===== config.mk =====
export PLATFORM = sky130hd
export DESIGN_NAME = pipelined_rca_adder
export DESIGN_NICKNAME = d
export VERILOG_FILES = /design/src/rtl/rca_pkg.sv /design/src/rtl/rca_segment.sv /design/src/rtl/pipelined_rca_adder.sv
export SDC_FILE = /design/constraint.sdc
export NUM_CORES = 1
export LEC_CHECK = 0
export BUFFER_PORTS_ARGS = -buffer_cell sky130_fd_sc_hd__buf_2
export CORE_MARGIN = 1.5
export CORE_UTILIZATION = 63
export CTS_BUF_LIST = sky130_fd_sc_hd__clkbuf_4 sky130_fd_sc_hd__clkbuf_8
export CTS_CLUSTER_SIZE = 30
export DETAILED_ROUTE_END_ITERATION = 10
export PLACE_DENSITY = 0.95
export SLEW_MARGIN = 20
export SYNTH_ARGS = -nofsm -noshare
export SYNTH_HDL_FRONTEND = slang
export SYNTH_HIERARCHICAL = 1
export SYNTH_SLANG_ARGS = --single-unit

===== constraint.sdc =====
create_clock -name clk -period 11.64 [get_ports clk]
set_input_delay 2.328 -clock clk [delete_from_list [all_inputs] [get_ports clk]]
set_output_delay 2.328 -clock clk [all_outputs]
set_load 0.01 [all_outputs]

===== src/rtl/rca_pkg.sv =====
// Shared constants for the pipelined ripple-carry adder: default geometry and op encoding.
package rca_pkg;

  localparam int WIDTH_DEF = 64;
  localparam int SEG_W_DEF = 16;

  typedef enum logic {
    OP_ADD = 1'b0,
    OP_SUB = 1'b1
  } op_e;

endpackage


===== src/rtl/rca_segment.sv =====
// Purely combinational SEG_W-bit ripple chain of full adders; one instance per pipeline stage.
module rca_segment #(
  parameter int SEG_W = 16
) (
  input  logic [SEG_W-1:0] a_i,
  input  logic [SEG_W-1:0] b_i,
  input  logic             c_i,
  output logic [SEG_W-1:0] s_o,
  output logic             c_o
);

  logic [SEG_W:0] c_s;

  // Ripple the carry bit by bit through the segment.
  always_comb begin
    c_s    = '0;
    s_o    = '0;
    c_s[0] = c_i;
    for (int i = 0; i < SEG_W; i++) begin
      s_o[i]   = a_i[i] ^ b_i[i] ^ c_s[i];
      c_s[i+1] = (a_i[i] & b_i[i]) | (c_s[i] & (a_i[i] ^ b_i[i]));
    end
    c_o = c_s[SEG_W];
  end

endmodule


===== src/rtl/pipelined_rca_adder.sv =====
// Pipelined ripple-carry add/subtract: one SEG_W-bit segment per stage, carry registered between stages.
// Defining PIPELINED_RCA_OVF_EN adds the registered signed-overflow output Ovf.
module pipelined_rca_adder
  import rca_pkg::*;
#(
  parameter int WIDTH = WIDTH_DEF,
  parameter int SEG_W = SEG_W_DEF
) (
  input  logic             clk,
  input  logic             rst_n,
  input  logic             in_valid,
  output logic             in_ready,
  input  logic [WIDTH-1:0] A,
  input  logic [WIDTH-1:0] B,
  input  logic             Cin,
  input  logic             Sub,
  output logic             out_valid,
  input  logic             out_ready,
  output logic [WIDTH-1:0] Sum,
  output logic             Cout
`ifdef PIPELINED_RCA_OVF_EN
  ,
  output logic             Ovf
`endif
);

  localparam int NUM_SEG = WIDTH / SEG_W;

  if (WIDTH % SEG_W != 0) begin : g_width_check
    $error("pipelined_rca_adder: WIDTH must be a multiple of SEG_W");
  end

  logic             sub_s;
  logic             advance_s;
  logic [WIDTH-1:0] b_inv_s;

  assign sub_s     = (op_e'(Sub) == OP_SUB);
  assign b_inv_s   = B ^ {WIDTH{sub_s}};
  // Global stall: the whole pipe moves only when the output slot is free or being drained.
  assign advance_s = !out_valid || out_ready;
  assign in_ready  = advance_s;

  for (genvar k = 0; k < NUM_SEG; k++) begin : g_stage
    localparam int UP_W = WIDTH - (k + 1) * SEG_W;
    localparam int LO_W = (k + 1) * SEG_W;

    logic [SEG_W-1:0] a_seg_s;
    logic [SEG_W-1:0] b_seg_s;
    logic [SEG_W-1:0] seg_sum_s;
    logic             c_in_s;
    logic             seg_cout_s;
    logic             v_in_s;
    logic [LO_W-1:0]  sum_d;
    logic [LO_W-1:0]  sum_q;
    logic             vld_q;
    logic             carry_q;

    if (k == 0) begin : g_src
      assign a_seg_s = A[SEG_W-1:0];
      assign b_seg_s = b_inv_s[SEG_W-1:0];
      assign c_in_s  = Cin ^ sub_s;
      assign v_in_s  = in_valid;
      assign sum_d   = seg_sum_s;
    end else begin : g_src
      assign a_seg_s = g_stage[k-1].g_up.a_q[SEG_W-1:0];
      assign b_seg_s = g_stage[k-1].g_up.b_q[SEG_W-1:0];
      assign c_in_s  = g_stage[k-1].carry_q;
      assign v_in_s  = g_stage[k-1].vld_q;
      assign sum_d   = {seg_sum_s, g_stage[k-1].sum_q};
    end

    rca_segment #(
      .SEG_W (SEG_W)
    ) u_seg (
      .a_i (a_seg_s),
      .b_i (b_seg_s),
      .c_i (c_in_s),
      .s_o (seg_sum_s),
      .c_o (seg_cout_s)
    );

    // Stage valid, carry and the growing low part of the result.
    always_ff @(posedge clk or negedge rst_n) begin
      if (!rst_n) begin
        vld_q   <= 1'b0;
        carry_q <= 1'b0;
        sum_q   <= '0;
      end else if (advance_s) begin
        vld_q <= v_in_s;
        if (v_in_s) begin
          carry_q <= seg_cout_s;
          sum_q   <= sum_d;
        end
      end
    end

    // Operand segments not yet added ride along with the stage (input skew).
    if (UP_W > 0) begin : g_up
      logic [UP_W-1:0] a_d;
      logic [UP_W-1:0] b_d;
      logic [UP_W-1:0] a_q;
      logic [UP_W-1:0] b_q;

      if (k == 0) begin : g_fwd
        assign a_d = A[WIDTH-1:SEG_W];
        assign b_d = b_inv_s[WIDTH-1:SEG_W];
      end else begin : g_fwd
        assign a_d = g_stage[k-1].g_up.a_q[UP_W+SEG_W-1:SEG_W];
        assign b_d = g_stage[k-1].g_up.b_q[UP_W+SEG_W-1:SEG_W];
      end

      // Upper operand registers, loaded only for a valid transfer.
      always_ff @(posedge clk or negedge rst_n) begin
        if (!rst_n) begin
          a_q <= '0;
          b_q <= '0;
        end else if (advance_s && v_in_s) begin
          a_q <= a_d;
          b_q <= b_d;
        end
      end
    end
  end

  assign out_valid = g_stage[NUM_SEG-1].vld_q;
  assign Sum       = g_stage[NUM_SEG-1].sum_q;
  assign Cout      = g_stage[NUM_SEG-1].carry_q;

`ifdef PIPELINED_RCA_OVF_EN
  logic ovf_d;
  logic ovf_q;

  // Operands (after inversion) agree in sign but the result does not.
  assign ovf_d = (g_stage[NUM_SEG-1].a_seg_s[SEG_W-1] ~^ g_stage[NUM_SEG-1].b_seg_s[SEG_W-1])
               & (g_stage[NUM_SEG-1].seg_sum_s[SEG_W-1] ^ g_stage[NUM_SEG-1].a_seg_s[SEG_W-1]);

  // Overflow flag registered next to Cout, same stall behaviour.
  always_ff @(posedge clk or negedge rst_n) begin
    if (!rst_n) begin
      ovf_q <= 1'b0;
    end else if (advance_s && g_stage[NUM_SEG-1].v_in_s) begin
      ovf_q <= ovf_d;
    end
  end

  assign Ovf = ovf_q;
`endif

endmodule

==> impl_metrics.env, run 1 <==
export IMPL_worstPathMaxFanout=32
export IMPL_htree_num_levels=2
export IMPL_ys_seq_elements=360
export IMPL_r2r_start="g_stage[1].g_up.a_q[0]"
export IMPL_post_route_cells_drive_above_1_share_pct=49.7
export IMPL_skew_ns=0.0195
export IMPL_met2_length_um=16100
export IMPL_routed_wl_um=30900
export IMPL_drt_iter0_markers=447
export IMPL_status="complete, no violations"
export IMPL_slew_headroom_pct=31.1
export IMPL_crit_end="g_stage[0].sum_q[15]"
export IMPL_rows=57
export IMPL_die_area_um2=25500
export IMPL_crit_type="in2reg"
export IMPL_place_congestion=0.768
export IMPL_wl_met3_um=1730
export IMPL_synth_top_family_by_area="multiplexers"
export IMPL_maxSlewViolCount=0
export IMPL_drv_cap=0
export IMPL_critPathLaunch="Sub"
export IMPL_syn_to_final_growth_pct=15.5
export IMPL_grt_overflow=0
export IMPL_synth_compound_area_share_pct=3.17
export IMPL_port_buffers=200
export IMPL_ctsHoldBuffers=0
export IMPL_rsz0062_at_grt="false"
export IMPL_cts_resized_gates=0
export IMPL_cts_buffers=56
export IMPL_syn_area_per_cell_um2=15.5
export IMPL_final_setup_tns_ns=0
export IMPL_wl_met1_um=12200
export IMPL_ys_seq_area_share_pct=58.2
export IMPL_grt_pass1_vias=9962
export IMPL_io_pins=201
export IMPL_synthCells=1000
export IMPL_clk_latency_ns=0.56
export IMPL_synth_warnings=6
export IMPL_antenna_found_initial=3
export IMPL_hp_class="reg2reg"
export IMPL_nets=1410
export IMPL_synthTopCellsByCount="dfrtp_1 (360), mux2_2 (289), a21oi_1 (96), fa_1 (64), xnor2_1 (48)"
export IMPL_placed_area_um2=16600
export IMPL_leakage_nw=8.00
export IMPL_synthTopCellsByArea="dfrtp_1 (58%), mux2_2 (21%), fa_1 (8.3%)"
export IMPL_placed_cells=1476
export IMPL_synth_top_area_cell="dfrtp_1"
export IMPL_top_layer="met5"
export IMPL_max_freq_mhz=110
export IMPL_netlist_area_um2=15500
export IMPL_fin_area_um2=17900
export IMPL_start_kind="primary input"
export IMPL_hold_violations=0
export IMPL_mappedNetlistNets=1198
export IMPL_ys_async_sr_fraction_pct=100
export IMPL_first_pass_iters=4
export IMPL_yosysTopAreaCellShare_pct=58.2
export IMPL_hpwl_um=19300
export IMPL_cts_tree="built"
export IMPL_synth_simple_gate_area_share_pct=0.275
export IMPL_final_cells=1578
export IMPL_cts_setup_buffers=0
export IMPL_pwr_density_cell_nw_per_um2=284
export IMPL_max_vdd_ir_drop_uv=152
export IMPL_drcViolationCount=0
export IMPL_synth_edf_count=0
export IMPL_post_synth_top_count_cell="dfrtp_1"
export IMPL_setup_violations=0
export IMPL_yosys_cell_types_count=17
export IMPL_grt_usage_pct=25.2
export IMPL_start_util_pct=63.8
export IMPL_reg2reg_slack_ns=4.40
export IMPL_grt_first_pass_wirelength_um=50500
export IMPL_clock_sinks=360
export IMPL_core_region_area_um2=24200
export IMPL_yosys_area_share_xor_xnor_pct=3.68
export IMPL_die_y_um=160
export IMPL_path_clk_slew_ns=0.06
export IMPL_grt_max_degree=137
export IMPL_clock_path_buffers=3
export IMPL_critical_path_arrival_ns=9.60
export IMPL_vias=8756
export IMPL_cp_required_ns=12.14
export IMPL_timing_critical_path_to_type="flop"
export IMPL_worst_pin_slew_ns=1.03
export IMPL_synth_ff_type="dfrtp_1"
export IMPL_root_buffer="clkbuf_8"
export IMPL_post_route_period_util_pct=78.2
export IMPL_ant_nets=0
export IMPL_r2r_end="g_stage[2].sum_q[47]"
export IMPL_r2r_cells=21
export IMPL_report_power_total_mw=5.07
export IMPL_min_period_ns=9.10
export IMPL_die_w_um=160
export IMPL_drt_vias_per_instance=5.55
export IMPL_muxShareOfSynthArea_pct=23.0
export IMPL_synth_adder_area_share_pct=8.28
export IMPL_wl_per_cell_um=19.6
-- per-layer routing --
layer  global-route usage [%]  vias to the layer above
met5                        0                        -
met4                     9.18                        2
met3                     5.35                       79
met2                     43.8                      240
met1                     31.4                     4613
li1                         -                     3822
-- cell type report --
cell class | count | area [um^2]
fill | 1491 | 6370
multi-input combinational | 542 | 5960
antenna | 2 | 5.00
tap | 324 | 405
inverter | 42 | 158
timing repair buffer | 210 | 1130
sequential | 360 | 9010
clock buffer | 90 | 1130
clock inverter | 8 | 90.1
-- critical path: stages --
cell and delay, ns:
buf_4 0.48, xor2_1 0.18, fa_1 0.41, inv_1 0.08, fa_1 0.16, inv_1 0.05, fa_1 0.37, fa_1 0.39
fa_1 0.39, fa_1 0.42, fa_1 0.42, fa_1 0.41, fa_1 0.40, fa_1 0.41, fa_1 0.40, fa_1 0.40
fa_1 0.39, fa_1 0.41, fa_1 0.38, inv_1 0.08, fa_1 0.41, inv_1 0.07, mux2_2 0.13
-- where the power goes --
part	switching, mW	internal (mW)
Combinational	0.786	0.972
Sequential	0.354	1.84
Clock	0.465	0.653
-- state kept, by name, summed over array words and instances, names as in the netlist --
signal,count
g_stage.vld_q,3
g_stage.g_up.b_q,96
Cout,1
Sum,64
g_stage.sum_q,96
g_stage.g_up.a_q,96
out_valid,1
g_stage.carry_q,3
-- cells in the final DEF (no fill, tap or decap) --
cell type and instances:
bufinv_16 2, o21ai_0 2, xor2_1 17, buf_2 198, diode_2 2, xnor2_1 48
nand2_1 1, clkinv_2 6, nand2_4 3, mux2_2 289, fa_1 64, mux2_4 20
inv_1 42, clkbuf_4 18, buf_16 2, buf_4 9, clkbuf_8 72, a21oi_1 96
and2_4 1, nand2b_4 1, dfrtp_1 360, buf_8 1
-- how the worst min path moves through the flow --
stage / start / to / depth (start not counted)
detailed placement: Sum[11] / Sum[11] / 1
CTS: g_stage[2].sum_q[18] / Sum[18] / 1
finish: g_stage[1].g_up.b_q[16] / g_stage[2].g_up.b_q[0] / 1
global route: Sum[40] / Sum[40] / 1
floorplan: g_stage[2].vld_q / out_valid / 2
global placement: g_stage[1].sum_q[28] / g_stage[2].sum_q[28] / 1
-- through the flow --
step | hold slack (ns) | util (%) | setup slack, ns
5_1_grt | 0.507 | 73.7 | 2.34
3_3_place_gp | 0.481 | 68.5 | 2.21
2_1_floorplan | 0.436 | - | 2.50
6_report | 0.496 | 73.7 | 2.54
3_5_place_dp | 0.488 | 68.5 | 1.98
4_1_cts | 0.498 | 73.5 | 2.56
-- logic make-up after synthesis --
logic type                 Yosys count
xor gates and xnor gates            65
buffers and inverters               98
adders and majority gates           64
AOI/OAI and AO/OA                   98
DFF                                360
and+or+nand+nor                      6
muxes                              309
Note: power is estimated with default switching activity, not from simulation.
==> run 2, diff against run 1 <==
Settings changed: CORE_UTILIZATION 63 to 54, PLACE_DENSITY 0.95 to 0.89.
Clock period 11.64 ns to 7.4 ns, I/O delays scaled along.
==> run 2 against run 1 <==
  * Cell area is 1.0% higher
  * Core utilization is 9.3 points lower
  * Sequential share of layout area is 0.51 points lower
  * Clock-buffer cell count is 1 higher
  * Critical endpoint is now g_stage[1].sum_q[31]
==> impl_metrics.env, run 2 (same netlist as run 1, synthesis figures left out) <==
export IMPL_grt_max_degree=182
export IMPL_hold_depth=1
export IMPL_utilization_pct=64.5
export IMPL_start_kind="flop"
export IMPL_mostFrequentLayoutCells="dfrtp_1 (360), mux2_2 (289), buf_2 (198)"
export IMPL_rsz0062_at_grt="false"
export IMPL_crit_type="reg2reg"
export IMPL_cp_common_cell="fa_1"
export IMPL_cts_tree="built"
export IMPL_post_route_cells_drive_above_1_share_pct=51.4
export IMPL_clock_sinks=360
export IMPL_worst_pin_slew_ns=1.07
export IMPL_die_y_um=172
export IMPL_core_region_area_um2=28000
export IMPL_holdCritStartpoint="g_stage[1].sum_q[22]"
export IMPL_routed_wl_um=30000
export IMPL_reg_largest_list="g_stage.g_up.a_q x96, g_stage.g_up.b_q x96, g_stage.sum_q x96"
export IMPL_root_buffer="clkbuf_8"
export IMPL_setup_violations=0
export IMPL_vias=8650
export IMPL_timing_critical_path_to_type="flop"
export IMPL_wl_per_cell_um=18.3
export IMPL_nets=1411
export IMPL_gr_usage_met3_pct=4.60
export IMPL_reg2reg_slack_ns=0.20
export IMPL_ctsHoldBuffers=0
export IMPL_start_util_pct=55.3
export IMPL_cts_resized_gates=0
export IMPL_hold_violations=0
export IMPL_io_pins=201
export IMPL_leakage_nw=8.00
export IMPL_r2r_end="g_stage[1].sum_q[31]"
export IMPL_min_period_ns=7.20
export IMPL_holdPathEnd="g_stage[2].sum_q[22]"
export IMPL_crit_chain="fa_1, inv_1, fa_1, inv_1, fa_1, fa_1, fa_1, fa_1, fa_1, fa_1, fa_1, fa_1, fa_1, fa_1, fa_1, fa_1, fa_1, inv_1, fa_1, inv_1, mux2_2"
export IMPL_max_vdd_ir_drop_uv=203
export IMPL_grt_usage_pct=20.9
export IMPL_syn_to_final_growth_pct=16.7
export IMPL_grt_use_met1_pct=25.8
export IMPL_port_buffers=200
export IMPL_grt_overflow=0
export IMPL_worstPathMaxFanout=2
export IMPL_drv_cap=0
export IMPL_status="complete, no violations"
export IMPL_final_setup_tns_ns=0
export IMPL_slew_headroom_pct=28.8
export IMPL_drt_iter0_markers=335
export IMPL_critical_path_arrival_ns=7.71
export IMPL_htree_num_levels=2
export IMPL_r2r_start="g_stage[0].g_up.a_q[0]"
export IMPL_post_route_period_util_pct=97.3
export IMPL_cp_required_ns=7.91
export IMPL_rows=61
export IMPL_antenna_found_initial=3
export IMPL_fillers=2008
export IMPL_ant_nets=0
export IMPL_pwr_density_cell_nw_per_um2=443
export IMPL_r2r_cells=21
export IMPL_grt_first_pass_wirelength_um=48400
export IMPL_grt_busiest_layer="met2"
export IMPL_die_w_um=172
export IMPL_path_clk_slew_ns=0.06
export IMPL_critPathSlowestCell="fa_1"
export IMPL_final_common_cell="dfrtp_1"
export IMPL_met2_usage_pct=36.8
export IMPL_cts_buffers=58
export IMPL_maxSlewViolCount=0
export IMPL_clk_latency_ns=0.58
export IMPL_drt_vias_per_instance=5.28
export IMPL_hp_class="reg2reg"
export IMPL_drcViolationCount=0
export IMPL_max_freq_mhz=139
export IMPL_crit_path_max_incr_delay_ns=0.44
export IMPL_hpwl_um=18800
export IMPL_skew_ns=0.0158
export IMPL_grt_pass1_vias=9555
export IMPL_first_pass_iters=4
export IMPL_clock_path_buffers=3
export IMPL_die_area_um2=29700
export IMPL_place_congestion=0.782
export IMPL_cts_setup_buffers=0
run 2: changes by cell type in the layout (fill, tap and decap cells not counted), moves of 4 or more:
cell        delta
fa_1          -15
fa_2          +15
clkbuf_8       +5
clkbuf_4       -4
clkinvlp_4     +4
run 2: power breakdown:
| part | leakage [nW] | total [mW] | switching [mW] | internal (mW) |
|---|---|---|---|---|
| combinational | 3.17 | 2.70 | 1.18 | 1.51 |
| clock | 0.689 | 1.88 | 0.777 | 1.10 |
| sequential | 4.15 | 3.43 | 0.535 | 2.89 |
| total | 8.00 | 8.01 | 2.50 | 5.51 |
run 2: routing by layer:
| layer | part of all wire (%) | wire (um) |
|---|---|---|
| met2 | 52 | 15500 |
| met3 | 5.1 | 1520 |
| met4 | 2.3 | 700 |
| met5 | 0.043 | 13 |
| met1 | 41 | 12300 |
run 2: worst max-delay path, delay by kind of cell (launching register included):
family / cells / cell delay, ns
flip-flops: 1 / 0.43
multiplexers: 1 / 0.13
adder cells (fa/ha/maj): 16 / 6.27
buffers and inverters: 4 / 0.29
run 2: how the worst max path moves through the flow:
stage	from	endpoint	slack, ns	depth (start not counted)
5_1_grt	g_stage[0].g_up.a_q[0]	g_stage[1].sum_q[31]	0.02	21
2_1_floorplan	Sub	g_stage[0].sum_q[15]	-0.21	24
4_1_cts	g_stage[0].g_up.a_q[0]	g_stage[1].sum_q[31]	0.22	21
3_5_place_dp	Sub	g_stage[0].sum_q[15]	-0.33	23
6_report	g_stage[0].g_up.a_q[0]	g_stage[1].sum_q[31]	0.20	21
3_3_place_gp	Sub	g_stage[0].sum_q[15]	-0.22	23
run 2: final cells by class:
type	count	area, um^2	area share, %
Tap cell	378	473	2.62
Timing Repair Buffer	209	1090	6.06
Antenna cell	1	2.50	0.0139
Multi-Input combinational cell	542	6000	33.2
Clock inverter	14	159	0.880
Clock buffer	91	1160	6.45
Inverter	42	158	0.873
Sequential cell	360	9010	49.9
run 2: per-stage QoR:
stage          area, um^2  hold WS, ns  cells  power [mW]  setup slack, ns
2_1_floorplan       15500        0.436   1000        5.35           -0.211
6_report            18100        0.499   1637        8.01            0.202
4_1_cts             18100        0.499   1636        8.12            0.219
5_1_grt             18100        0.509   1636        8.58           0.0239
3_3_place_gp        16700        0.482   1531        5.96           -0.223
3_5_place_dp        16700        0.489   1531        6.20           -0.330
==> run 3, diff against run 2 <==
Settings changed: REMOVE_ABC_BUFFERS from default to 1.
==> run 3 against run 2 <==
  * Hold slack got worse by 0.0017 ns
  * Global-route usage decreased by 0.43 points
  * Non-clock buffer count grew 2
  * Cell count grew 0.18%
  * Critical path type is now in2reg
  * Largest cell class unchanged
==> impl_metrics.env, run 3 (same netlist as run 1, synthesis figures left out) <==
export IMPL_die_area_um2=29700
export IMPL_port_buffers=200
export IMPL_nets=1411
export IMPL_cts_tree="built"
export IMPL_timing_critical_path_to_type="flop"
export IMPL_worst_pin_slew_ns=1.09
export IMPL_routed_wl_um=29400
export IMPL_rows=61
export IMPL_hpwl_um=18300
export IMPL_utilization_pct=64.4
export IMPL_syn_to_final_growth_pct=16.5
export IMPL_r2r_start="g_stage[1].g_up.a_q[0]"
export IMPL_grt_pass1_vias=9330
export IMPL_htree_num_levels=2
export IMPL_hold_slack_ns=0.497
export IMPL_hold_violations=0
export IMPL_clock_path_buffers=3
export IMPL_post_route_cells_drive_above_1_share_pct=50.8
export IMPL_mostFrequentLayoutCells="dfrtp_1 (360), mux2_2 (289), buf_2 (198)"
export IMPL_report_power_total_mw=7.93
export IMPL_place_congestion=0.746
export IMPL_leakage_nw=8.01
export IMPL_die_w_um=172
export IMPL_crit_path_max_incr_delay_ns=0.41
export IMPL_clock_sinks=360
export IMPL_pwr_density_cell_nw_per_um2=440
export IMPL_drt_vias_per_instance=5.23
export IMPL_drv_cap=0
export IMPL_critPathSlowestCell="fa_1"
export IMPL_io_pins=201
export IMPL_final_cells=1640
export IMPL_start_kind="primary input"
export IMPL_skew_ns=0.0118
export IMPL_antenna_found_initial=1
export IMPL_fillers=2012
export IMPL_hold_depth=1
export IMPL_grt_max_degree=194
export IMPL_maxSlewViolCount=0
export IMPL_min_period_ns=7.24
export IMPL_reg_largest_list="g_stage.g_up.a_q x96, g_stage.g_up.b_q x96, g_stage.sum_q x96"
export IMPL_drcViolationCount=0
export IMPL_holdCritStartpoint="g_stage[1].sum_q[20]"
export IMPL_grt_overflow=0
export IMPL_final_common_cell="dfrtp_1"
export IMPL_core_region_area_um2=28000
export IMPL_crit_type="in2reg"
export IMPL_status="complete, no violations"
export IMPL_grt_first_pass_wirelength_um=47500
export IMPL_post_route_period_util_pct=97.9
export IMPL_max_freq_mhz=138
export IMPL_setup_violations=0
export IMPL_cts_setup_buffers=0
export IMPL_ctsHoldBuffers=0
export IMPL_worstPathMaxFanout=3
export IMPL_critical_path_arrival_ns=7.76
export IMPL_cp_required_ns=7.92
export IMPL_placed_cells=1532
export IMPL_holdPathEnd="g_stage[1].sum_q[20]"
export IMPL_cp_common_cell="fa_2"
export IMPL_crit_chain="buf_4, xor2_1, fa_1, inv_1, fa_1, inv_1, fa_1, fa_2, fa_2, fa_2, fa_2, fa_2, fa_2, fa_2, fa_2, fa_1, fa_1, fa_2, fa_1, inv_1, fa_1, inv_1, mux2_2"
export IMPL_ant_nets=0
export IMPL_grt_usage_pct=20.5
export IMPL_slew_headroom_pct=27.6
export IMPL_drt_iter0_markers=438
export IMPL_path_clk_slew_ns=0.06
export IMPL_vias=8578
export IMPL_r2r_cells=21
export IMPL_reg2reg_slack_ns=0.20
export IMPL_wl_per_cell_um=17.9
export IMPL_hp_class="reg2reg"
export IMPL_root_buffer="clkbuf_8"
export IMPL_first_pass_iters=4
export IMPL_max_vdd_ir_drop_uv=231
export IMPL_r2r_end="g_stage[2].sum_q[47]"
export IMPL_die_y_um=172
export IMPL_clk_latency_ns=0.58
export IMPL_cts_buffers=56
export IMPL_start_util_pct=55.3
-- run 3: worst max-delay path: cells and delay by family --
kind,cells,cell delay [ns]
xor+xnor,1,0.17
fa+ha+maj,16,5.61
buf+inv,5,0.38
mux,1,0.13
-- run 3: through the flow --
stage	worst slack, ns	setup TNS (ns)	cell area (um^2)
6_report	0.157	0	18000
2_1_floorplan	-0.469	-1.05	15100
5_1_grt	-0.00170	-0.00170	18000
4_1_cts	0.0230	0	18000
3_5_place_dp	-0.885	-2.49	16700
3_3_place_gp	-0.751	-1.94	16700
-- run 3: worst max-delay path by stage --
| stage | start | to | slack (ns) | cells after the start |
|---|---|---|---|---|
| floorplan | Sub | g_stage[0].sum_q[15] | -0.47 | 22 |
| global placement | Sub | g_stage[0].sum_q[15] | -0.75 | 23 |
| detailed placement | Sub | g_stage[0].sum_q[15] | -0.89 | 23 |
| CTS | Sub | g_stage[0].sum_q[15] | 0.02 | 23 |
| global route | Sub | g_stage[0].sum_q[15] | -0.002 | 23 |
| finish | Sub | g_stage[0].sum_q[15] | 0.16 | 23 |
-- run 3: metal layers --
metal  up-vias  global-route usage [%]  part of all wire, %
li1       3830                       -                    -
met1      4523                    26.5                   42
met2       174                    35.3                   52
met3        51                    3.78                  4.2
met4         0                    6.16                  1.9
met5         -                       0                    0
-- run 3: repair_timing --
action                                  in CTS  in global routing
endpoints found under the setup margin       2                  3
gates cloned                                 0                  0
gates resized for setup                      6                  4
-- run 3: where the power goes --
| part | leakage, nW | switching (mW) | internal [mW] |
|---|---|---|---|
| registers | 4.15 | 0.520 | 2.89 |
| logic | 3.19 | 1.18 | 1.51 |
| clock network | 0.676 | 0.776 | 1.05 |
| total | 8.01 | 2.47 | 5.46 |
-- run 3: cell type report --
| type | instances | area [um^2] | share of cell area [%] |
|---|---|---|---|
| repair buffers | 211 | 1130 | 6.26 |
| flip-flops and latches | 360 | 9010 | 49.9 |
| diodes | 1 | 2.50 | 0.0139 |
| clock inverters | 16 | 140 | 0.777 |
| multi-input cells | 542 | 5980 | 33.2 |
| clock buffers | 90 | 1140 | 6.35 |
| inverters | 42 | 158 | 0.874 |
| well taps | 378 | 473 | 2.62 |
